### src/rtl/stack_queue_param.sv
// stack_queue_param: parametrised LIFO/FIFO buffer with registered output,
// simultaneous push+pop, almost-full decode and sticky error flags.
// The run-time mode is latched only while the buffer is empty.
module stack_queue_param #(
   parameter int WIDTH    = 8,
   parameter int DEPTH    = 8,
   parameter int AF_LEVEL = DEPTH - 2,
   parameter int CW       = $clog2(DEPTH + 1)
) (
   input  logic             clk,
   input  logic             reset,
   input  logic             En,
   input  logic             push,
   input  logic             pop,
   input  logic             mode,
   input  logic             clr_err,
   input  logic [WIDTH-1:0] IN,
   output logic [WIDTH-1:0] OUT,
   output logic [CW-1:0]    counter,
   output logic             empty,
   output logic             full,
   output logic             almost_full,
   output logic             overflow,
   output logic             underflow
);

   localparam int PW = (DEPTH > 1) ? $clog2(DEPTH) : 1;

   logic [WIDTH-1:0] mem [0:DEPTH-1];

   logic [CW-1:0]    count_reg, count_next;
   logic [PW-1:0]    wr_ptr_reg, wr_ptr_next;
   logic [PW-1:0]    rd_ptr_reg, rd_ptr_next;
   logic [WIDTH-1:0] out_reg, out_next;
   logic             mode_reg;
   logic             ovf_reg, udf_reg;

   logic             is_empty, is_full, eff_fifo;
   logic             wr_en, ovf_evt, udf_evt;
   logic [PW-1:0]    wr_idx, top_idx, free_idx;

   // Circular pointer advance that works for non-power-of-two depths.
   function automatic logic [PW-1:0] ptr_inc(input logic [PW-1:0] p);
      return (p == PW'(DEPTH - 1)) ? '0 : p + PW'(1);
   endfunction

   assign is_empty = (count_reg == '0);
   assign is_full  = (count_reg == CW'(DEPTH));
   // While empty the incoming mode takes effect for this very cycle,
   // so the first push already lands in the right organisation.
   assign eff_fifo = is_empty ? mode : mode_reg;
   assign top_idx  = PW'(count_reg - CW'(1));
   assign free_idx = PW'(count_reg);

   // Decode the requested operation into counter/pointer/output updates.
   always_comb begin
      count_next  = count_reg;
      wr_ptr_next = wr_ptr_reg;
      rd_ptr_next = rd_ptr_reg;
      out_next    = out_reg;
      wr_en       = 1'b0;
      wr_idx      = free_idx;
      ovf_evt     = 1'b0;
      udf_evt     = 1'b0;
      if (En) begin
         if (push && pop) begin
            if (is_empty) begin
               out_next = IN;
            end else if (eff_fifo) begin
               out_next    = mem[rd_ptr_reg];
               wr_en       = 1'b1;
               wr_idx      = wr_ptr_reg;
               wr_ptr_next = ptr_inc(wr_ptr_reg);
               rd_ptr_next = ptr_inc(rd_ptr_reg);
            end else begin
               out_next = mem[top_idx];
               wr_en    = 1'b1;
               wr_idx   = top_idx;
            end
         end else if (push) begin
            if (is_full) begin
               ovf_evt = 1'b1;
            end else begin
               wr_en      = 1'b1;
               count_next = count_reg + CW'(1);
               if (eff_fifo) begin
                  wr_idx      = wr_ptr_reg;
                  wr_ptr_next = ptr_inc(wr_ptr_reg);
               end
            end
         end else if (pop) begin
            if (is_empty) begin
               udf_evt = 1'b1;
            end else begin
               count_next = count_reg - CW'(1);
               if (eff_fifo) begin
                  out_next    = mem[rd_ptr_reg];
                  rd_ptr_next = ptr_inc(rd_ptr_reg);
               end else begin
                  out_next = mem[top_idx];
               end
            end
         end
      end
   end

   // Control state: occupancy, pointers, output register, mode and flags.
   always_ff @(posedge clk or negedge reset) begin
      if (!reset) begin
         count_reg  <= '0;
         wr_ptr_reg <= '0;
         rd_ptr_reg <= '0;
         out_reg    <= '0;
         mode_reg   <= 1'b0;
         ovf_reg    <= 1'b0;
         udf_reg    <= 1'b0;
      end else begin
         count_reg  <= count_next;
         wr_ptr_reg <= wr_ptr_next;
         rd_ptr_reg <= rd_ptr_next;
         out_reg    <= out_next;
         if (is_empty)
            mode_reg <= mode;
         ovf_reg <= (ovf_reg & ~clr_err) | ovf_evt;
         udf_reg <= (udf_reg & ~clr_err) | udf_evt;
      end
   end

   // Storage array, left unreset so it maps onto RAM.
   always_ff @(posedge clk) begin
      if (wr_en)
         mem[wr_idx] <= IN;
   end

   assign OUT         = out_reg;
   assign counter     = count_reg;
   assign empty       = is_empty;
   assign full        = is_full;
   assign almost_full = (count_reg >= CW'(AF_LEVEL));
   assign overflow    = ovf_reg;
   assign underflow   = udf_reg;

endmodule

### config.mk
export PLATFORM = sky130hd
export DESIGN_NAME = stack_queue_param
export DESIGN_NICKNAME = d
export VERILOG_FILES = /design/src/rtl/stack_queue_param.sv
export SDC_FILE = /design/constraint.sdc
export NUM_CORES = 1
export LEC_CHECK = 0
export CORE_MARGIN = 8
export CORE_UTILIZATION = 40
export DETAILED_ROUTE_END_ITERATION = 16
export GPL_ROUTABILITY_DRIVEN = 0
export PLACE_DENSITY = 0.57
export SLEW_MARGIN = 25
export SYNTH_ARGS = -nofsm -noshare
export SYNTH_HDL_FRONTEND = slang
export SYNTH_SLANG_ARGS = --single-unit
### constraint.sdc
create_clock -name clk -period 4.9 [get_ports clk]
set_input_delay 0.98 -clock clk [delete_from_list [all_inputs] [get_ports clk]]
set_output_delay 0.98 -clock clk [all_outputs]
set_load 0.02 [all_outputs]
Yosys cells after proc, flatten, opt, wreduce, memory -nomap -nowiden
Memories as Yosys holds them, arrays and structs flattened. Index checks and enable logic that the tools add are counted. Widths: inputs -> output; s select.

Bits in writable memories: 64. Register bits after elaboration: 21. Output and inout bits: 17. Logic and storage cells: 83. Memories kept: 1.

Order comparisons: 1. Reduce and logical (&&, ||, !) cells: 9. Bitwise operators: 6. Add/subtract/negate cells: 4. Eq/ne operators: 9. Multiplexer cells: 46.

Memories: mem (words 8, width 8, rd ports 2, clocked after memory_dff 0, write ports 1, line 29) `logic [WIDTH-1:0] mem [0:DEPTH-1];`.

Operators by type and width (number): $mux 3 (19); $mux 8 (6); $mux 1 (17); $mux 4 (4); $reduce_and 4->1 (2); $add 3x1->3 const B (2); $eq 3x3->1 const B (2); $ne 2x1->1 const B (3); $ne 2x2->1 const B (3); $reduce_bool 2->1 (3); $reduce_and 5->1 (1); $add 4x1->4 const B (1); $eq 4x4->1 const B (1); $ge 4x3->1 const B (1); $logic_not 4->1 (1); $sub 4x1->4 const B (1); $reduce_and 3->1 (1); $and 1x1->1 (2); $not 1->1 (2); $or 1x1->1 (2); $logic_and 1x1->1 (1).

Depth between registers and ports, before layout
Gate-level depths: netlist (run 1).

Depth after elaboration: 7. Depth in mapped cells: 9. Depth with buffers taken out: 8.

Worst setup path before layout (run 1)
No wires, ideal clock.

Kind: register to register. Start point: register count_reg[0] (netlist: counter[0]). End point: memory mem[0][0] (enable). Path buffers: 1. Stages on the path, launching flop included: 10. Required time: 4.515 ns. Arrival time: 2.911 ns. Setup slack: 1.604 ns. Cells stage by stage: dfrtp_1 inv_1 ha_1 or3b_1 buf_6 inv_8 mux2i_4 nor2_1 a222oi_1 nor3b_1.

Cells in the longest elaborated chain, start to end: 7. Elaborated cells between the ends (all ways): 18. Classes of those cells: add/sub: 1; eq/ne: 1; mux: 15; reduce/logical: 1.

Ends and longest elaborated chain: start: declaration (line 31) `logic [CW-1:0] count_reg, count_next;`; start signal: assignment (line 118) `count_reg <= count_next;`; $logic_not 4->1 (*) (line 47) `assign is_empty = (count_reg == '0);`; net empty (line 20) `output logic empty,`; $mux 1; $mux 3 (line 86) `if (eff_fifo) begin`; $mux 3 (line 81) `if (is_full) begin`; $mux 3 (line 80) `end else if (push) begin`; $mux 3 (line 66) `if (push && pop) begin`; $mux 3 (line 65) `if (En) begin`; end: declaration (line 29).

The timed path passes the listed nets; every way through them passes the cells marked *.

Worst setup path after layout (run 1)
Start point: register count_reg[1] (netlist: counter[1]). End point: output empty.

Cells in the longest elaborated chain, start to end: 1.

Ends and longest elaborated chain (line): $logic_not 4->1 (47); end: declaration (20).

Every way passes these cells.

==> metrics.md, run 1 <==
| Metric | Value |
|---|---|
| Metal-1 WL | `4.35 mm` |
| Synth area leaders | `edfxtp_1 (45%), mux4_2 (17%), dfrtp_1 (12%)` |
| DRC violations left | `0` |
| Setup WS pre-CTS | `1.16 ns` |
| TritonRoute pass-1 iters | `4` |
| Worst EP arrival | `2.57 ns` |
| Number of max-cap violations | `0` |
| DR top layer | `met4` |
| Drt total wl | `9.76 mm` |
| First-pass GRT wire length | `15.4 mm` |
| Max reg flops | `64` |
| Pwr Density | `560 nW/µm²` |
| CTS clk-pin slew, worst paths | `0.08 ns` |
| Via count | `2610` |
| Post-synthesis instance area | `4260 µm²` |
| Worst Setup Slack, final | `1.35 ns` |
| Hold crit path type | `flip-flop to flip-flop` |
| Endpoint, Worst Hold | `OUT[3]$_DFFE_PN0P_` |
| Rel. slew slack | `34.7%` |
| Max Fclk | `281 MHz` |
| Htree depth | `3` |
| R2r setup slk | `1.44 ns` |
| Post-CTS Resized | `0` |
| Clk Latency, worst-skew pair | `0.34 ns` |
| Power share of the sequential group | `39.5%` |
| Crit start category | `flip-flop` |
| Post-route cell area | `4930 µm²` |
| RSZ-0062 raised after global routing | `no` |
| Syn Nets | `294` |
| Avg Inst Size Synth | `15.7 µm²` |
| Register area share after synthesis | `57.5%` |
| Global router's overall resource usage | `14.4%` |
| Register area | `2450 µm²` |
| Ys async rst share | `24.7%` |
| Worst Clk Skew | `0.00662 ns` |
| Synth Register Bits | `85` |
| PortBufs | `31` |
| Bufs on Longest Clock Path | `2` |
| Post-route ant nets | `0` |
| Leak | `1.71 nW` |
| Core Area | `10300 µm²` |
| Synth Flop Type | `edfxtp_1` |
| WL per Instance | `21.6 µm` |
| Setup Fix Bufs, Post-CTS | `0` |
| Vias in the first global route | `2640` |
| Syn Inst Count | `272` |
| Path depth of the worst reg2reg path | `9` |
| Top-count cell post-synth | `edfxtp_1` |
| # IOs | `32` |
| Setup TNS | `0 ns` |
| Gate power share | `45.0%` |
| Starting Density | `41.2%` |
| Minimum clock period | `3.55 ns` |
| Routed length on met3 | `628 µm` |
| Worst EP required | `3.92 ns` |
| Synth warn | `0` |
| Clk sinks | `85` |
| Clock power share | `15.5%` |
| ANT cells | `0` |
| Reg with most FFs | `mem` |
| Post-CTS Hold Buffers | `0` |
| CP max FO | `10` |
| Die area | `14200 µm²` |
| FF-to-FF Start | `counter[1]$_DFFE_PN0P_` |
| Final period utilization | `72.6%` |
| Area leader, netlist | `edfxtp_1` |
| Internal power | `1.75 mW` |
| Filler cell count | `903` |
| Fraction of layout cells with a size suffix above 1 | `22.4%` |
| Die H | `119 µm` |
| Post-detail-place hpwl | `6.59 mm` |
| Post-synth top area share | `45.1%` |
| Hold WS | `0.519 ns` |
| Switch Pwr | `1.02 mW` |
| Slew Limit Fails | `0` |
| Worst slew pin tran | `0.974 ns` |
| Post-synth cell types | `53` |
| Area growth, synth to finish | `15.9%` |
| Switching Share | `36.8%` |
| Dpl cell area | `4770 µm²` |
| Max VDD drop | `0.253 mV` |
| Number of synthesized flops with an enable pin | `64` |
| Final global-route overflow total | `0` |
| Cell Rows | `37` |
| Hold depth | `2` |
| Min-delay src | `OUT[3]$_DFFE_PN0P_` |
| TritonCTS clock tree | `done` |
| Initial DRC count | `251` |
| Largest net degree at the start of global routing | `22` |
| Critical path class | `flip-flop to output port` |
| Run status | `completed` |
| Area occupied by multi-input gates | `1680 µm²` |
| CTS Buf Count | `9` |
| RR Endpoint | `mem[4][7]$_DFFE_PP_` |
| Die X | `119 µm` |
| Final net count | `334` |
| Clk root buf | `clkbuf_8` |
| Initial antenna violation count | `0` |
| Setup crit end kind | `output port` |
| Via density per instance | `5.76` |
| Commonest cells post-synth | `edfxtp_1 (64), mux4_2 (32), dfrtp_1 (21)` |
| Final setup violation count | `0` |
| Routed wl met2 | `4.66 mm` |
| Final Hold Viols | `0` |
## power by group through the flow
stage	Combinational [mW]	Clock [mW]	Sequential (mW)
after floorplan	0.946	0	1.04
after global placement	1.25	0	1.11
after detailed placement	1.25	0	1.11
after CTS	1.26	0.447	1.10
after global routing	1.36	0.474	1.12
final	1.24	0.427	1.09
## layout by cell type (no fill, tap or decap), drive strengths merged, types with 2 or more instances in the layout
cell,count
ha,7
nor2,15
edfxtp,64
nand3b,2
nand3,3
nand2b,3
mux4,32
clkinvlp,2
a221oi,9
nor3b,3
nor3,8
clkbuf,10
buf,15
xnor2,2
a21oi,3
nand2,5
mux2,5
xor2,2
o211ai,3
and2,2
o21ai,14
or3,2
clkinv,4
dfrtp,21
clkdlybuf4s50,31
mux2i,19
a311oi,2
inv,10
## how the worst max path moves through the flow
stage / slack [ns] / end / cells past startpoint / start
floorplan: 1.60 / mem[0][0]$_DFFE_PP_ / 9 / counter[0]$_DFFE_PN0P_
global placement: 1.19 / mem[4][4]$_DFFE_PP_ / 7 / push
detailed placement: 1.16 / mem[4][4]$_DFFE_PP_ / 7 / push
CTS: 1.33 / empty / 5 / counter[1]$_DFFE_PN0P_
global route: 1.11 / mem[4][4]$_DFFE_PP_ / 9 / counter[1]$_DFFE_PN0P_
finish: 1.35 / empty / 5 / counter[1]$_DFFE_PN0P_
## metal layers
metal | global-route usage, % | vias to the layer above
met5 | 0 | -
met4 | 4.11 | 0
met3 | 3.97 | 10
met2 | 22.8 | 90
met1 | 19.0 | 1330
li1 | - | 1180
## area by class of cell
| class | count | share of cell area (%) |
|---|---|---|
| Sequential cell | 85 | 49.6 |
| Multi-Input combinational cell | 160 | 34.0 |
| Clock inverter | 6 | 0.812 |
| Clock buffer | 10 | 2.59 |
| Tap cell | 136 | 3.45 |
| Timing Repair Buffer | 46 | 8.57 |
| Inverter | 10 | 0.913 |
## worst max-delay path: stages (launching register included)
cell	delay, ns
dfrtp_1	0.51
inv_1	0.14
ha_1	0.24
or3b_1	0.57
inv_8	0.16
clkdlybuf4s50_1	0.61
## per-stage QoR
stage               utilization (%)  cells  power, mW
floorplan                         -    272       1.98
global placement               46.2    437       2.36
detailed placement             46.2    437       2.36
CTS                            47.8    453       2.80
global route                   47.8    453       2.95
finish                         47.8    453       2.76
## logic make-up after synthesis
| kind of cell | after synthesis | share of synthesized area, % |
|---|---|---|
| AO/OA/AOI/OAI | 44 | 7.26 |
| adder cells (fa/ha/maj) | 7 | 2.06 |
| AND/OR/NAND/NOR | 49 | 6.11 |
| multiplexers | 56 | 23.0 |
| buffers and inverters | 27 | 3.09 |
| XOR/XNOR | 4 | 0.999 |
| flip-flops | 85 | 57.5 |
Note: power is estimated with default switching activity, not from simulation.
==> run 2: changes to the inputs <==
Clock period 4.9 ns to 3.3 ns, I/O delays scaled along.
==> run 2 against run 1 <==
- sequential share of layout area decreased by 1.3 points
- highest routed layer unchanged
- register-to-register slack got worse by 1.1 ns
- non-clock buffer count rose by 9
- combinational power up 61%
- wire length increased by 5.4%
- critical endpoint is now mem[2][2]$_DFFE_PP_
- power is 59% higher
- clock skew increased by 0.0086 ns
- worst setup slack got worse by 1.0 ns
- die area unchanged
- final cell count rose by 2.0%
- largest cell class unchanged
==> metrics.md, run 2 (synthesized netlist as in run 1, its figures left out) <==
| Metric | Value |
|---|---|
| Hold depth | `2 (unchanged)` |
| Most common cell after layout, fill and taps aside | `edfxtp_1 (unchanged)` |
| Worst EP arrival | `3.03 ns (was 2.57 ns)` |
| Final global-route overflow total | `0 (unchanged)` |
| Crit start category | `flip-flop (unchanged)` |
| Worst Clk Skew | `0.0152 ns (was 0.00662 ns)` |
| TritonRoute pass-1 iters | `5 (was 4)` |
| Largest net degree at the start of global routing | `22 (unchanged)` |
| CTS clk-pin slew, worst paths | `0.09 ns (was 0.08 ns)` |
| Inst Count DP | `446 (was 437)` |
| RR Endpoint | `mem[2][2]$_DFFE_PP_ (was mem[4][7]$_DFFE_PP_)` |
| Routed length on met3 | `787 µm (was 628 µm)` |
| Register area | `2450 µm² (about the same)` |
| Setup TNS | `0 ns (unchanged)` |
| Rel. slew slack | `30.9% (was 34.7%)` |
| Vias in the first global route | `2803 (was 2640)` |
| Reg with most FFs | `mem (unchanged)` |
| RSZ-0062 raised after global routing | `no (unchanged)` |
| Pwr Density | `865 nW/µm² (was 560 nW/µm²)` |
| DRC violations left | `0 (unchanged)` |
| DR top layer | `met4 (unchanged)` |
| Cell Rows | `37 (unchanged)` |
| Fraction of layout cells with a size suffix above 1 | `25.5% (was 22.4%)` |
| WL per Instance | `22.3 µm (was 21.6 µm)` |
| CP max FO | `9 (was 10)` |
| First-pass GRT wire length | `16.2 mm (was 15.4 mm)` |
| Area growth, synth to finish | `19.0% (was 15.9%)` |
| Internal power | `2.82 mW (was 1.75 mW)` |
| Routed wl met2 | `4.73 mm (was 4.66 mm)` |
| FF-to-FF Start | `counter[1]$_DFFE_PN0P_ (unchanged)` |
| Minimum clock period | `2.96 ns` |
| Post-detail-place hpwl | `6.95 mm (was 6.59 mm)` |
| R2r setup slk | `0.34 ns (was 1.44 ns)` |
| Power share of the sequential group | `35.0% (was 39.5%)` |
| Gate power share | `45.6% (was 45.0%)` |
| Leak | `1.79 nW (was 1.71 nW)` |
| Worst slew pin tran | `1.03 ns (was 0.974 ns)` |
| Drt total wl | `10.3 mm (was 9.76 mm)` |
| Die area | `14200 µm² (unchanged)` |
| Slew Limit Fails | `0 (unchanged)` |
| Die X | `119 µm (unchanged)` |
| Post-route cell area | `5060 µm² (was 4930 µm²)` |
| Post-Layout Cell Count | `462 (was 453)` |
| Hold crit path type | `flip-flop to flip-flop (unchanged)` |
| Bufs on Longest Clock Path | `2 (unchanged)` |
| Core Area | `10300 µm² (unchanged)` |
| Clk root buf | `clkbuf_8 (unchanged)` |
| TritonCTS clock tree | `done (unchanged)` |
| Starting Density | `41.2% (unchanged)` |
| Post-route ant nets | `0 (unchanged)` |
| Final Hold Viols | `0 (unchanged)` |
| CP Cell Sequence | `inv_1 > ha_1 > or3b_4 > inv_8 > mux2i_4 > mux2i_1 > a222oi_1 > nor3b_1 > buf_4 (was inv_1 > ha_1 > or3b_1 > inv_8 > clkdlybuf4s50_1)` |
| Clock power share | `19.5% (was 15.5%)` |
| PortBufs | `31 (unchanged)` |
| Final setup violation count | `0 (unchanged)` |
| ANT cells | `0 (unchanged)` |
| Switch Pwr | `1.56 mW (was 1.02 mW)` |
| Clk Latency, worst-skew pair | `0.37 ns (was 0.34 ns)` |
| Final net count | `343 (was 334)` |
| Endpoint, Worst Hold | `OUT[7]$_DFFE_PN0P_ (was OUT[3]$_DFFE_PN0P_)` |
| Via count | `2743 (was 2610)` |
| Initial antenna violation count | `0 (unchanged)` |
| Clk sinks | `85 (unchanged)` |
| Max Fclk | `338 MHz` |
| Max VDD drop | `0.480 mV (was 0.253 mV)` |
| Metal-1 WL | `4.62 mm (was 4.35 mm)` |
| Path depth of the worst reg2reg path | `9 (unchanged)` |
| Max reg flops | `64 (unchanged)` |
| Worst path max stage delay | `0.49 ns (was 0.61 ns)` |
| CP max stage cell | `or3b_4 (was clkdlybuf4s50_1)` |
| Run status | `completed (unchanged)` |
| Setup crit end kind | `flip-flop (was output port)` |
| CTS Buf Count | `9 (unchanged)` |
| Min-delay src | `OUT[7]$_DFFE_PN0P_ (was OUT[3]$_DFFE_PN0P_)` |
| Die H | `119 µm (unchanged)` |
| Number of max-cap violations | `0 (unchanged)` |
| Initial DRC count | `238 (was 251)` |
| Dpl cell area | `4830 µm² (was 4770 µm²)` |
| Critical path class | `flip-flop to flip-flop (was flip-flop to output port)` |
| Htree depth | `3 (unchanged)` |
| Setup Fix Bufs, Post-CTS | `0 (unchanged)` |
| Area occupied by multi-input gates | `1680 µm² (about the same)` |
| Via density per instance | `5.94 (was 5.76)` |
| Final period utilization | `89.7%` |
| Worst EP required | `3.37 ns (was 3.92 ns)` |
| Most frequent cells in the layout | `edfxtp_1 (64), mux4_2 (32), clkdlybuf4s50_1 (31) (unchanged)` |
| Filler cell count | `877 (was 903)` |
| Global router's overall resource usage | `15.0% (was 14.4%)` |
| # IOs | `32 (unchanged)` |
| Switching Share | `35.6% (was 36.8%)` |
## run 2: changes by cell type in the layout (fill, tap and decap cells not counted), moves of 2 or more
cell / delta
buf_4: +9
bufinv_16: +2
clkinv_1: -2
clkinv_4: -2
inv_6: +2
## run 2: how the worst max path moves through the flow
stage / to / slack (ns) / depth (start not counted) / startpoint
final: mem[2][2]$_DFFE_PP_ / 0.34 / 9 / counter[1]$_DFFE_PN0P_
after global routing: mem[2][2]$_DFFE_PP_ / 0.11 / 9 / counter[1]$_DFFE_PN0P_
after global placement: mem[5][6]$_DFFE_PP_ / 0.1 / 7 / push
after floorplan: mem[0][0]$_DFFE_PP_ / 0.004 / 9 / counter[0]$_DFFE_PN0P_
after detailed placement: mem[3][0]$_DFFE_PP_ / 0.11 / 7 / pop
after CTS: empty / 0.21 / 5 / counter[1]$_DFFE_PN0P_
## run 2: power by group through the flow
stage,Combinational (mW),Clock (mW),Sequential [mW]
after global routing,2.18,0.915,1.56
after CTS,2.01,0.870,1.53
after detailed placement,2.01,0,1.55
final,2.00,0.852,1.53
after global placement,2.00,0,1.55
after floorplan,1.40,0,1.54
## run 2: per-layer routing
layer / track usage [%] / vias to the layer above
met2: 22.6 / 110
met4: 5.45 / 0
met1: 20.5 / 1419
met5: 0 / -
li1: - / 1203
met3: 3.92 / 11
## run 2: final cells by class
type / count / area share [%]
multi-input combinational: 160 / 33.2
clock inverter: 6 / 1.83
inverter: 10 / 0.889
tap: 136 / 3.36
clock buffer: 10 / 2.72
sequential: 85 / 48.3
timing repair buffer: 55 / 9.68
## run 2: critical path: cells and delay by family, from the launching register on
family	cells	cell delay, ns
fa+ha+maj	1	0.25
mux	2	0.40
buf+inv	3	0.40
compound gates	1	0.46
simple gates	2	0.75
flops	1	0.38
## run 2: timing repair
action / in CTS / in global routing
resized for setup: 0 / 1
hold buffers: 0 / 0
setup endpoints to repair: 0 / 3
## run 2: stage by stage
step / setup slack, ns / utilization, % / hold WS [ns] / total power [mW]
global route: 0.113 / 49.1 / 0.554 / 4.65
CTS: 0.205 / 49.0 / 0.522 / 4.41
detailed placement: 0.106 / 46.8 / 0.502 / 3.56
floorplan: 0.00399 / - / 0.364 / 2.94
finish: 0.341 / 49.1 / 0.518 / 4.38
global placement: 0.0984 / 46.8 / 0.502 / 3.55
